## src/rtl/riscv_pkg.sv

```systemverilog
`default_nettype none
// ============================================================================
// Module      : riscv_pkg
// Description : Shared state encodings, opcodes, ALU codes and flag indices
//               for the multicycle RISC-V controller.
// Revision    : 1.0 - initial release
// ============================================================================
package riscv_pkg;

  typedef enum logic [3:0] {
    s_fetch    = 4'd0,
    s_decode   = 4'd1,
    s_memadr   = 4'd2,
    s_memread  = 4'd3,
    s_memwb    = 4'd4,
    s_memwrite = 4'd5,
    s_executer = 4'd6,
    s_executei = 4'd7,
    s_aluwb    = 4'd8,
    s_jal      = 4'd9,
    s_branch   = 4'd10
  } state_t;

  localparam logic [6:0] c_op_load   = 7'b0000011;
  localparam logic [6:0] c_op_store  = 7'b0100011;
  localparam logic [6:0] c_op_rtype  = 7'b0110011;
  localparam logic [6:0] c_op_itype  = 7'b0010011;
  localparam logic [6:0] c_op_jal    = 7'b1101111;
  localparam logic [6:0] c_op_branch = 7'b1100011;

  localparam logic [1:0] c_aluop_add  = 2'b00;
  localparam logic [1:0] c_aluop_sub  = 2'b01;
  localparam logic [1:0] c_aluop_func = 2'b10;

  localparam logic [2:0] c_alu_add = 3'b000;
  localparam logic [2:0] c_alu_sub = 3'b001;
  localparam logic [2:0] c_alu_and = 3'b010;
  localparam logic [2:0] c_alu_or  = 3'b011;
  localparam logic [2:0] c_alu_slt = 3'b101;

  // Flags bus is {N,Z,C,V}
  localparam int c_flag_n = 3;
  localparam int c_flag_z = 2;
  localparam int c_flag_c = 1;
  localparam int c_flag_v = 0;

endpackage
`default_nettype wire

```

## src/rtl/alu_dec.sv

```systemverilog
`default_nettype none
// ============================================================================
// Module      : alu_dec
// Description : Combinational ALUOp/funct3/funct7b5 -> ALUCtrl decoder.
// Revision    : 1.0 - initial release
// ============================================================================
module alu_dec
  import riscv_pkg::*;
(
  input  logic [1:0] aluop,
  input  logic [2:0] funct3,
  input  logic       op5,
  input  logic       funct7b5,
  output logic [2:0] alu_ctrl
);

  always_comb begin
    alu_ctrl = c_alu_add;
    case (aluop)
      c_aluop_add: alu_ctrl = c_alu_add;
      c_aluop_sub: alu_ctrl = c_alu_sub;
      c_aluop_func: begin
        case (funct3)
          // only R-type (op[5]=1) may select sub; addi ignores bit 30
          3'b000:  alu_ctrl = (op5 & funct7b5) ? c_alu_sub : c_alu_add;
          3'b010:  alu_ctrl = c_alu_slt;
          3'b110:  alu_ctrl = c_alu_or;
          3'b111:  alu_ctrl = c_alu_and;
          default: alu_ctrl = c_alu_add;
        endcase
      end
      default: alu_ctrl = c_alu_add;
    endcase
  end

endmodule
`default_nettype wire

```

## src/rtl/mc_controller.sv

```systemverilog
`default_nettype none
// ============================================================================
// Module      : mc_controller
// Description : Moore-style multicycle RISC-V main controller FSM.
// Revision    : 1.0 - initial release
// ============================================================================
module mc_controller
  import riscv_pkg::*;
(
  input  logic       clk,
  input  logic       rst_n,
  input  logic [6:0] op,
  input  logic [2:0] funct3,
  input  logic       funct7b5,
  input  logic [3:0] Flags,
  output logic       PCWrite,
  output logic       AdrSrc,
  output logic       MemWrite,
  output logic       IRWrite,
  output logic       RegWrite,
  output logic [1:0] ResultSrc,
  output logic [1:0] ALUSrcA,
  output logic [1:0] ALUSrcB,
  output logic [2:0] ALUCtrl,
  output logic [1:0] ImmSrc,
  output logic       Illegal,
  output logic [3:0] State
);

  state_t     r_state;
  state_t     w_next;
  logic       w_pcupdate;
  logic       w_branch;
  logic       w_take;
  logic [1:0] w_aluop;
  logic       w_unused_carry;

  assign w_unused_carry = Flags[c_flag_c];

  always_ff @(posedge clk or negedge rst_n) begin
    if (!rst_n) r_state <= s_fetch;
    else        r_state <= w_next;
  end

  always_comb begin
    w_next     = s_fetch;
    AdrSrc     = 1'b0;
    MemWrite   = 1'b0;
    IRWrite    = 1'b0;
    RegWrite   = 1'b0;
    ResultSrc  = 2'b00;
    ALUSrcA    = 2'b00;
    ALUSrcB    = 2'b00;
    w_aluop    = c_aluop_add;
    w_pcupdate = 1'b0;
    w_branch   = 1'b0;
    Illegal    = 1'b0;
    case (r_state)
      s_fetch: begin
        IRWrite = 1'b1; ALUSrcB = 2'b10; ResultSrc = 2'b10;
        w_pcupdate = 1'b1;
        w_next = s_decode;
      end
      s_decode: begin
        ALUSrcA = 2'b01; ALUSrcB = 2'b01;
        case (op)
          c_op_load, c_op_store: w_next = s_memadr;
          c_op_rtype:            w_next = s_executer;
          c_op_itype:            w_next = s_executei;
          c_op_jal:              w_next = s_jal;
          c_op_branch:           w_next = s_branch;
          default: begin
            w_next  = s_fetch;
            Illegal = 1'b1;
          end
        endcase
      end
      s_memadr: begin
        ALUSrcA = 2'b10; ALUSrcB = 2'b01;
        w_next = (op == c_op_load) ? s_memread : s_memwrite;
      end
      s_memread: begin
        AdrSrc = 1'b1;
        w_next = s_memwb;
      end
      s_memwb: begin
        ResultSrc = 2'b01; RegWrite = 1'b1;
        w_next = s_fetch;
      end
      s_memwrite: begin
        AdrSrc = 1'b1; MemWrite = 1'b1;
        w_next = s_fetch;
      end
      s_executer: begin
        ALUSrcA = 2'b10; ALUSrcB = 2'b00; w_aluop = c_aluop_func;
        w_next = s_aluwb;
      end
      s_executei: begin
        ALUSrcA = 2'b10; ALUSrcB = 2'b01; w_aluop = c_aluop_func;
        w_next = s_aluwb;
      end
      s_aluwb: begin
        RegWrite = 1'b1;
        w_next = s_fetch;
      end
      s_jal: begin
        ALUSrcA = 2'b01; ALUSrcB = 2'b10; w_pcupdate = 1'b1;
        w_next = s_aluwb;
      end
      s_branch: begin
        ALUSrcA = 2'b10; ALUSrcB = 2'b00; w_aluop = c_aluop_sub;
        w_branch = 1'b1;
        w_next = s_fetch;
      end
      default: w_next = s_fetch;
    endcase
  end

  always_comb begin
    case (funct3)
      3'b000:  w_take = Flags[c_flag_z];
      3'b001:  w_take = ~Flags[c_flag_z];
      3'b100:  w_take = Flags[c_flag_n] ^ Flags[c_flag_v];
      3'b101:  w_take = ~(Flags[c_flag_n] ^ Flags[c_flag_v]);
      default: w_take = 1'b0;
    endcase
  end

  always_comb begin
    case (op)
      c_op_store:  ImmSrc = 2'b01;
      c_op_branch: ImmSrc = 2'b10;
      c_op_jal:    ImmSrc = 2'b11;
      default:     ImmSrc = 2'b00;
    endcase
  end

  assign PCWrite = w_pcupdate | (w_branch & w_take);
  assign State   = r_state;

  alu_dec u_alu_dec (
    .aluop    (w_aluop),
    .funct3   (funct3),
    .op5      (op[5]),
    .funct7b5 (funct7b5),
    .alu_ctrl (ALUCtrl)
  );

endmodule
`default_nettype wire
```

## config.mk

```make
export PLATFORM = sky130hd
export DESIGN_NAME = mc_controller
export DESIGN_NICKNAME = d
export VERILOG_FILES = /design/src/rtl/riscv_pkg.sv /design/src/rtl/alu_dec.sv /design/src/rtl/mc_controller.sv
export SDC_FILE = /design/constraint.sdc
export NUM_CORES = 1
export LEC_CHECK = 0
export CELL_PAD_IN_SITES_DETAIL_PLACEMENT = 1
export CELL_PAD_IN_SITES_GLOBAL_PLACEMENT = 1
export CORE_UTILIZATION = 25
export CTS_CLUSTER_SIZE = 12
export DETAILED_ROUTE_END_ITERATION = 12
export GPL_TIMING_DRIVEN = 1
export PLACE_DENSITY = 0.9
export SYNTH_ARGS = -nofsm -noshare
export SYNTH_HDL_FRONTEND = slang
export SYNTH_HIERARCHICAL = 1
export SYNTH_SLANG_ARGS = --single-unit
```

## constraint.sdc

```tcl
create_clock -name clk -period 2.5 [get_ports clk]
set_input_delay 0.75 -clock clk [delete_from_list [all_inputs] [get_ports clk]]
set_output_delay 0.75 -clock clk [all_outputs]
set_load 0.05 [all_outputs]
```

==> results of run 1 <==
[routing by layer]
metal / routed length (um) / vias to the layer above / track usage (%)
met4: 79 / 0 / 7.66
met1: 1350 / 450 / 29.6
met3: 111 / 10 / 4.68
met2: 2010 / 34 / 55.8
li1: - / 400 / -
met5: 0 / - / 0
[cells in the final DEF, fill, tap and decap left out, types with 2 or more instances in the layout]
master and instances:
clkdlybuf4s50_1 2, nand3b_1 2, clkbuf_4 4, buf_6 4, nand2b_4 4, o21ai_1 2, buf_4 25, nor4_1 2
nor2_1 6, inv_1 3, clkdlybuf4s15_1 2, dlygate4sd2_1 4, and4b_2 2, dfrtp_2 4, inv_2 3, nor3_2 4
xnor2_1 5, nor2_4 3, ha_4 2, buf_2 6, xor2_1 2, a21oi_1 4, buf_12 16
[power by group through the flow]
stage	Sequential (mW)	Combinational [mW]	Clock, mW
6_report	0.0897	0.959	0.0876
5_1_grt	0.0913	0.989	0.0945
4_1_cts	0.0888	0.937	0.0906
3_5_place_dp	0.0901	0.915	0
3_3_place_gp	0.0886	0.889	0
2_1_floorplan	0.126	0.485	0
[final cells by class]
type                    count  share of cell area [%]
flip-flops and latches      4                    6.77
multi-input cells          62                    42.3
clock buffers               3                    1.45
inverters                   6                    1.45
repair buffers             63                    45.8
well taps                  28                    2.26
[final timing paths]
kind / to / slack [ns] / depth (start not counted)
worst max-delay path: ALUCtrl[1] / -0.02 / 5
worst min register to register: State[3]$_DFF_PN0_ / 0.69 / 2
worst min-delay path: State[0]$_DFF_PN0_ / 0.69 / 1
worst max register to register: State[0]$_DFF_PN0_ / 0.85 / 7
max in group asynchronous: State[3]$_DFF_PN0_ / 1.61 / 1
min in group clk: State[3]$_DFF_PN0_ / 0.69 / 2
[repair_timing]
action,4_1_cts,5_1_grt
setup endpoints to repair,7,7
buffers inserted,5,5
pin swaps,13,5
gates resized for setup,57,8
[cells by family after synthesis]
| group | after synthesis | synth area share (%) |
|---|---|---|
| and+or+nand+nor | 37 | 37.8 |
| AOI/OAI and AO/OA | 16 | 20.2 |
| buffers and inverters | 11 | 11.9 |
| xor gates and xnor gates | 7 | 9.90 |
| DFF | 4 | 16.2 |
| adders and majority gates | 2 | 4.04 |
==> qor.txt, run 1 <==
run status: complete, but fails checks
failing checks: negative setup slack
Sequential Power Share: 7.9%
Layout Area Growth over Synthesis: 151%
placed cell count: 153
number of vias per cell: 5.39
Worst setup startpoint: State[2]$_DFF_PN0_
syn nets: 96
Static Leak: 0.643 nW
die height: 51.8 um
total gr overflow: 0
maximum number of pins on one net before global-route repair: 13
residual antenna-violating net count after detailed routing: 0
crit path max-delay cell type: dfrtp_2
TritonCTS sink count: 4
PnR Total Power: 1.14 mW
Iter 0 DRT Violations: 12
H-tree lvl count: 1
drt wl/cell: 21.4 um
count of different cell masters after synthesis: 37
total of flip-flops plus latches after synthesis: 4
unrepaired setup endpoints after global routing: true
number of fill cells in the layout: 248
cts hold-fix bufs: 0
clk slew on worst S/H paths: 0.05 ns
WP data required: 1.75 ns
Die Width: 51.8 um
Synth Flop Type: dfrtp_1
number of antenna violations at the first check in global routing: 0
core outline area: 2280 um^2
hold crit path type: primary input to asynchronous set/reset pin
Setup WS pre-CTS: -0.375 ns
Final Setup Violations: 1
number of nets in the finished design: 159
Hold Violations, Final: 0
share of the yosys chip area belonging to registers: 16.2%
wire length of the first global-routing pass: 5.24 mm
Maximum Capacitance Violations: 0
maximum clock insertion buffer count: 2
net switching power: 0.582 mW
Synth Area per Inst: 8.04 um^2
cell with the most instances after synthesis: nor2_1
clk_skew: 0.0131 ns
fraction of the cycle the final worst path needs: 101%
proportion of register bits with asynchronous set or reset after synthesis: 100%
Initial Util: 27.2%
count of flip-flops with a built-in enable after synthesis: 0
detailed placement HPWL: 2.27 mm
number of primary I/O pins: 38
clock network latency to the later pin of the worst-skew pair: 0.25 ns
router iterations before antenna repair: 4
DP Area: 1390 um^2
cell type contributing the most total cell area after synthesis: dfrtp_1
most frequent cells after synthesis: nor2_1 (10), inv_1 (6), xnor2_1 (5)
Tightest Pin Transition: 0.485 ns
number of instances in the synthesized netlist: 77
Largest register FFs: 4
Switching Fraction: 51.2%
number of warnings printed during yosys synthesis: 6
antenna diode instance count: 0
dominant cells by area after synthesis: dfrtp_1 (16%), xnor2_1 (7.1%), nor2_1 (6.1%), clkbuf_8 (4.4%), nand2b_4 (4.4%)
CP Max Fanout: 4
Slew HR: 67.5%
top-area cell type share of the netlist area: 16.2%
area enclosed by the die boundary: 2680 um^2
power density cells: 732 nW/um^2
routability congestion estimate: 0.839
via count of the first global-routing pass: 955
classification of the worst setup path: flip-flop to output port
Post-route DRC: 0
Site Rows: 17
worst hold margin: 0.686 ns
ratio of cells with drive above 1 in the final layout: 68.8%
startpoint of the worst register-to-register path: State[1]$_DFF_PN0_
Clk pwr share: 7.7%
startpoint types: flip-flop
Setup TNS Final: -0.0150 ns
area used by sequential logic in the layout: 105 um^2
sum of buffers and inverters on the critical path: 2
netlist area before placement: 619 um^2
TritonCTS clock tree: built
number of vias after detailed routing: 894
dominant delay contributor by cell family on the critical path: simple AND/OR/NAND/NOR gates
sum of routed wire length over all layers: 3.56 mm
largest stage delay on the critical path: 0.45 ns
Arr. time, crit path: 1.77 ns
Non-Filler Cell Area, Final: 1550 um^2
type of destination of the critical path: output port
port bufs: 36
non-filler instance count after layout: 166
Peak VDD IR: 0.581 mV
combined area of the multi-input logic cells: 657 um^2
Root Buffer Master: clkbuf_4
final design utilization: 68.2%
sequence of cells on the critical path: nor3_4, inv_2, ha_4, and4b_2, buf_12
number of slew-limit violations in the final report: 0
Min Clock Period, post-route: 2.52 ns
fmax: 398 MHz
internal power summed over all cells: 0.554 mW
Comb power frac: 84.4%
total routing usage reported by global routing: 28.1%
total clock buffers created by CTS: 3
final worst setup slack: -0.0150 ns
No activity file was read; power rests on OpenSTA's default activity.
==> run 2, diff against run 1 <==
- CORE_UTILIZATION: 25 -> 22
- PLACE_DENSITY: 0.9 -> 0.84
- TNS_END_PERCENT: default -> 100
- clock period: 2.5 -> 2.04 ns (I/O delays scaled with it)
==> qor.txt, run 2 (same netlist as run 1, synthesis figures left out) <==
sequence of cells on the critical path: nand2_2, nor3_4, inv_2, ha_4, nor4b_4, buf_12
Setup TNS Final: -2.30 ns
area enclosed by the die boundary: 3030 um^2
Hold Violations, Final: 0
Root Buffer Master: clkbuf_4
final worst setup slack: -0.359 ns
crit path max-delay cell type: dfrtp_2
antenna diode instance count: 0
number of slew-limit violations in the final report: 0
internal power summed over all cells: 0.800 mW
Layout Area Growth over Synthesis: 198%
number of vias after detailed routing: 953
H-tree lvl count: 1
number of antenna violations at the first check in global routing: 0
residual antenna-violating net count after detailed routing: 0
classification of the worst setup path: flip-flop to output port
capturing point of the worst reg2reg path: State[0]$_DFF_PN0_
total gr overflow: 0
commonest cells after routing, fill and taps aside: buf_4 (23), buf_12 (21), buf_6 (13)
TritonCTS clock tree: built
Worst setup startpoint: State[3]$_DFF_PN0_
clk slew on worst S/H paths: 0.05 ns
Slew HR: 62.9%
type of destination of the critical path: output port
Comb power frac: 86.1%
Arr. time, crit path: 1.79 ns
total routing usage reported by global routing: 23.4%
Critical Path End: ALUCtrl[2]
most frequent standard cell in the layout excluding fill and tap cells: buf_4
sum of routed wire length over all layers: 3.95 mm
TritonCTS sink count: 4
placed cell count: 162
Largest register FFs: 4
non-filler instance count after layout: 178
drt wl/cell: 22.2 um
number of primary I/O pins: 38
Initial Util: 24.1%
ratio of cells with drive above 1 in the final layout: 77.7%
wire length of the first global-routing pass: 4.80 mm
cts hold-fix bufs: 0
startpoint types: flip-flop
routability congestion estimate: 0.783
detailed placement HPWL: 2.28 mm
die height: 55.1 um
Final Setup Violations: 14
maximum number of pins on one net before global-route repair: 13
core outline area: 2570 um^2
total clock buffers created by CTS: 3
Static Leak: 0.748 nW
port bufs: 36
fraction of the cycle the final worst path needs: 118%
Die Width: 55.1 um
CP Max Fanout: 3
number of vias per cell: 5.35
unrepaired setup endpoints after global routing: true
maximum clock insertion buffer count: 2
Maximum Capacitance Violations: 0
via count of the first global-routing pass: 983
Post-route DRC: 0
count of cells along the worst register-to-register path: 6
run status: complete, but fails checks
clk_skew: 0.0148 ns
Clk pwr share: 6.8%
fmax: 417 MHz
clock network latency to the later pin of the worst-skew pair: 0.24 ns
register-to-register path setup slack: 0.32 ns
Iter 0 DRT Violations: 11
Tightest Pin Transition: 0.551 ns
failing checks: negative setup slack
WP data required: 1.43 ns
number of nets in the finished design: 169
Sequential Power Share: 7.2%
Site Rows: 18
Setup WS pre-CTS: -0.555 ns
power density cells: 858 nW/um^2
router iterations before antenna repair: 4
Min Clock Period, post-route: 2.40 ns
hold crit path type: primary input to asynchronous set/reset pin
Switching Fraction: 49.4%
net switching power: 0.781 mW
Peak VDD IR: 1.01 mV
largest stage delay on the critical path: 0.38 ns
startpoint of the worst register-to-register path: State[3]$_DFF_PN0_
-- run 2: changes by cell type in the layout (fill, tap and decap cells not counted), moves of 2 or more --
cell and delta:
nor3_2 -3, xnor2_2 +3, xnor2_1 -4, buf_12 +5, nor3_4 +3, buf_6 +9
buf_4 -2
-- run 2: cell type report --
type	count	area (um^2)
tap	30	37.5
fill	248	724
clock buffer	3	22.5
timing repair buffer	73	901
multi-input combinational	62	749
sequential	4	108
inverter	6	25.0
-- run 2: timing repair --
action | 4_1_cts | 5_1_grt
pin swaps | 17 | 12
cloned | 0 | 1
setup buffers | 8 | 6
endpoints found under the setup margin | 14 | 14
resized for setup | 64 | 16
hold endpoints to repair | 0 | 0
-- run 2: metal layers --
metal  vias up  share of wire (%)  global-route usage, %
met5         -                  0                      0
met4         0                6.7                   12.5
met3        22                2.8                   1.64
met2        51                 57                   47.2
met1       454                 33                   23.0
li1        426                  -                      -
-- run 2: worst min path at each step --
stage | cells after the start | from | endpoint
6_report | 1 | rst_n | State[3]$_DFF_PN0_
5_1_grt | 1 | rst_n | State[3]$_DFF_PN0_
4_1_cts | 1 | rst_n | State[3]$_DFF_PN0_
3_5_place_dp | 2 | State[3]$_DFF_PN0_ | State[0]$_DFF_PN0_
3_3_place_gp | 2 | State[3]$_DFF_PN0_ | State[2]$_DFF_PN0_
2_1_floorplan | 0 | rst_n | State[0]$_DFF_PN0_
-- run 2: power by group through the flow --
| stage | registers [mW] | logic, mW | clock network, mW |
|---|---|---|---|
| 6_report | 0.113 | 1.36 | 0.107 |
| 5_1_grt | 0.114 | 1.41 | 0.112 |
| 4_1_cts | 0.115 | 1.31 | 0.0980 |
| 3_5_place_dp | 0.111 | 1.21 | 0 |
| 3_3_place_gp | 0.109 | 1.19 | 0 |
| 2_1_floorplan | 0.156 | 0.637 | 0 |
-- run 2: metrics by stage --
step	total power, mW	util (%)	hold slack (ns)	area (um^2)
2_1_floorplan	0.793	-	0.316	821
3_5_place_dp	1.32	60.3	0.707	1550
6_report	1.58	71.8	0.602	1840
5_1_grt	1.63	71.8	0.611	1840
3_3_place_gp	1.29	60.3	0.688	1550
4_1_cts	1.52	67.3	0.577	1730
-- run 2: critical path: cells and delay by family (launching register included) --
| kind | cells | cell delay (ns) |
|---|---|---|
| and+or+nand+nor | 3 | 0.65 |
| buffers and inverters | 2 | 0.26 |
| adders and majority gates | 1 | 0.25 |
| DFF | 1 | 0.38 |
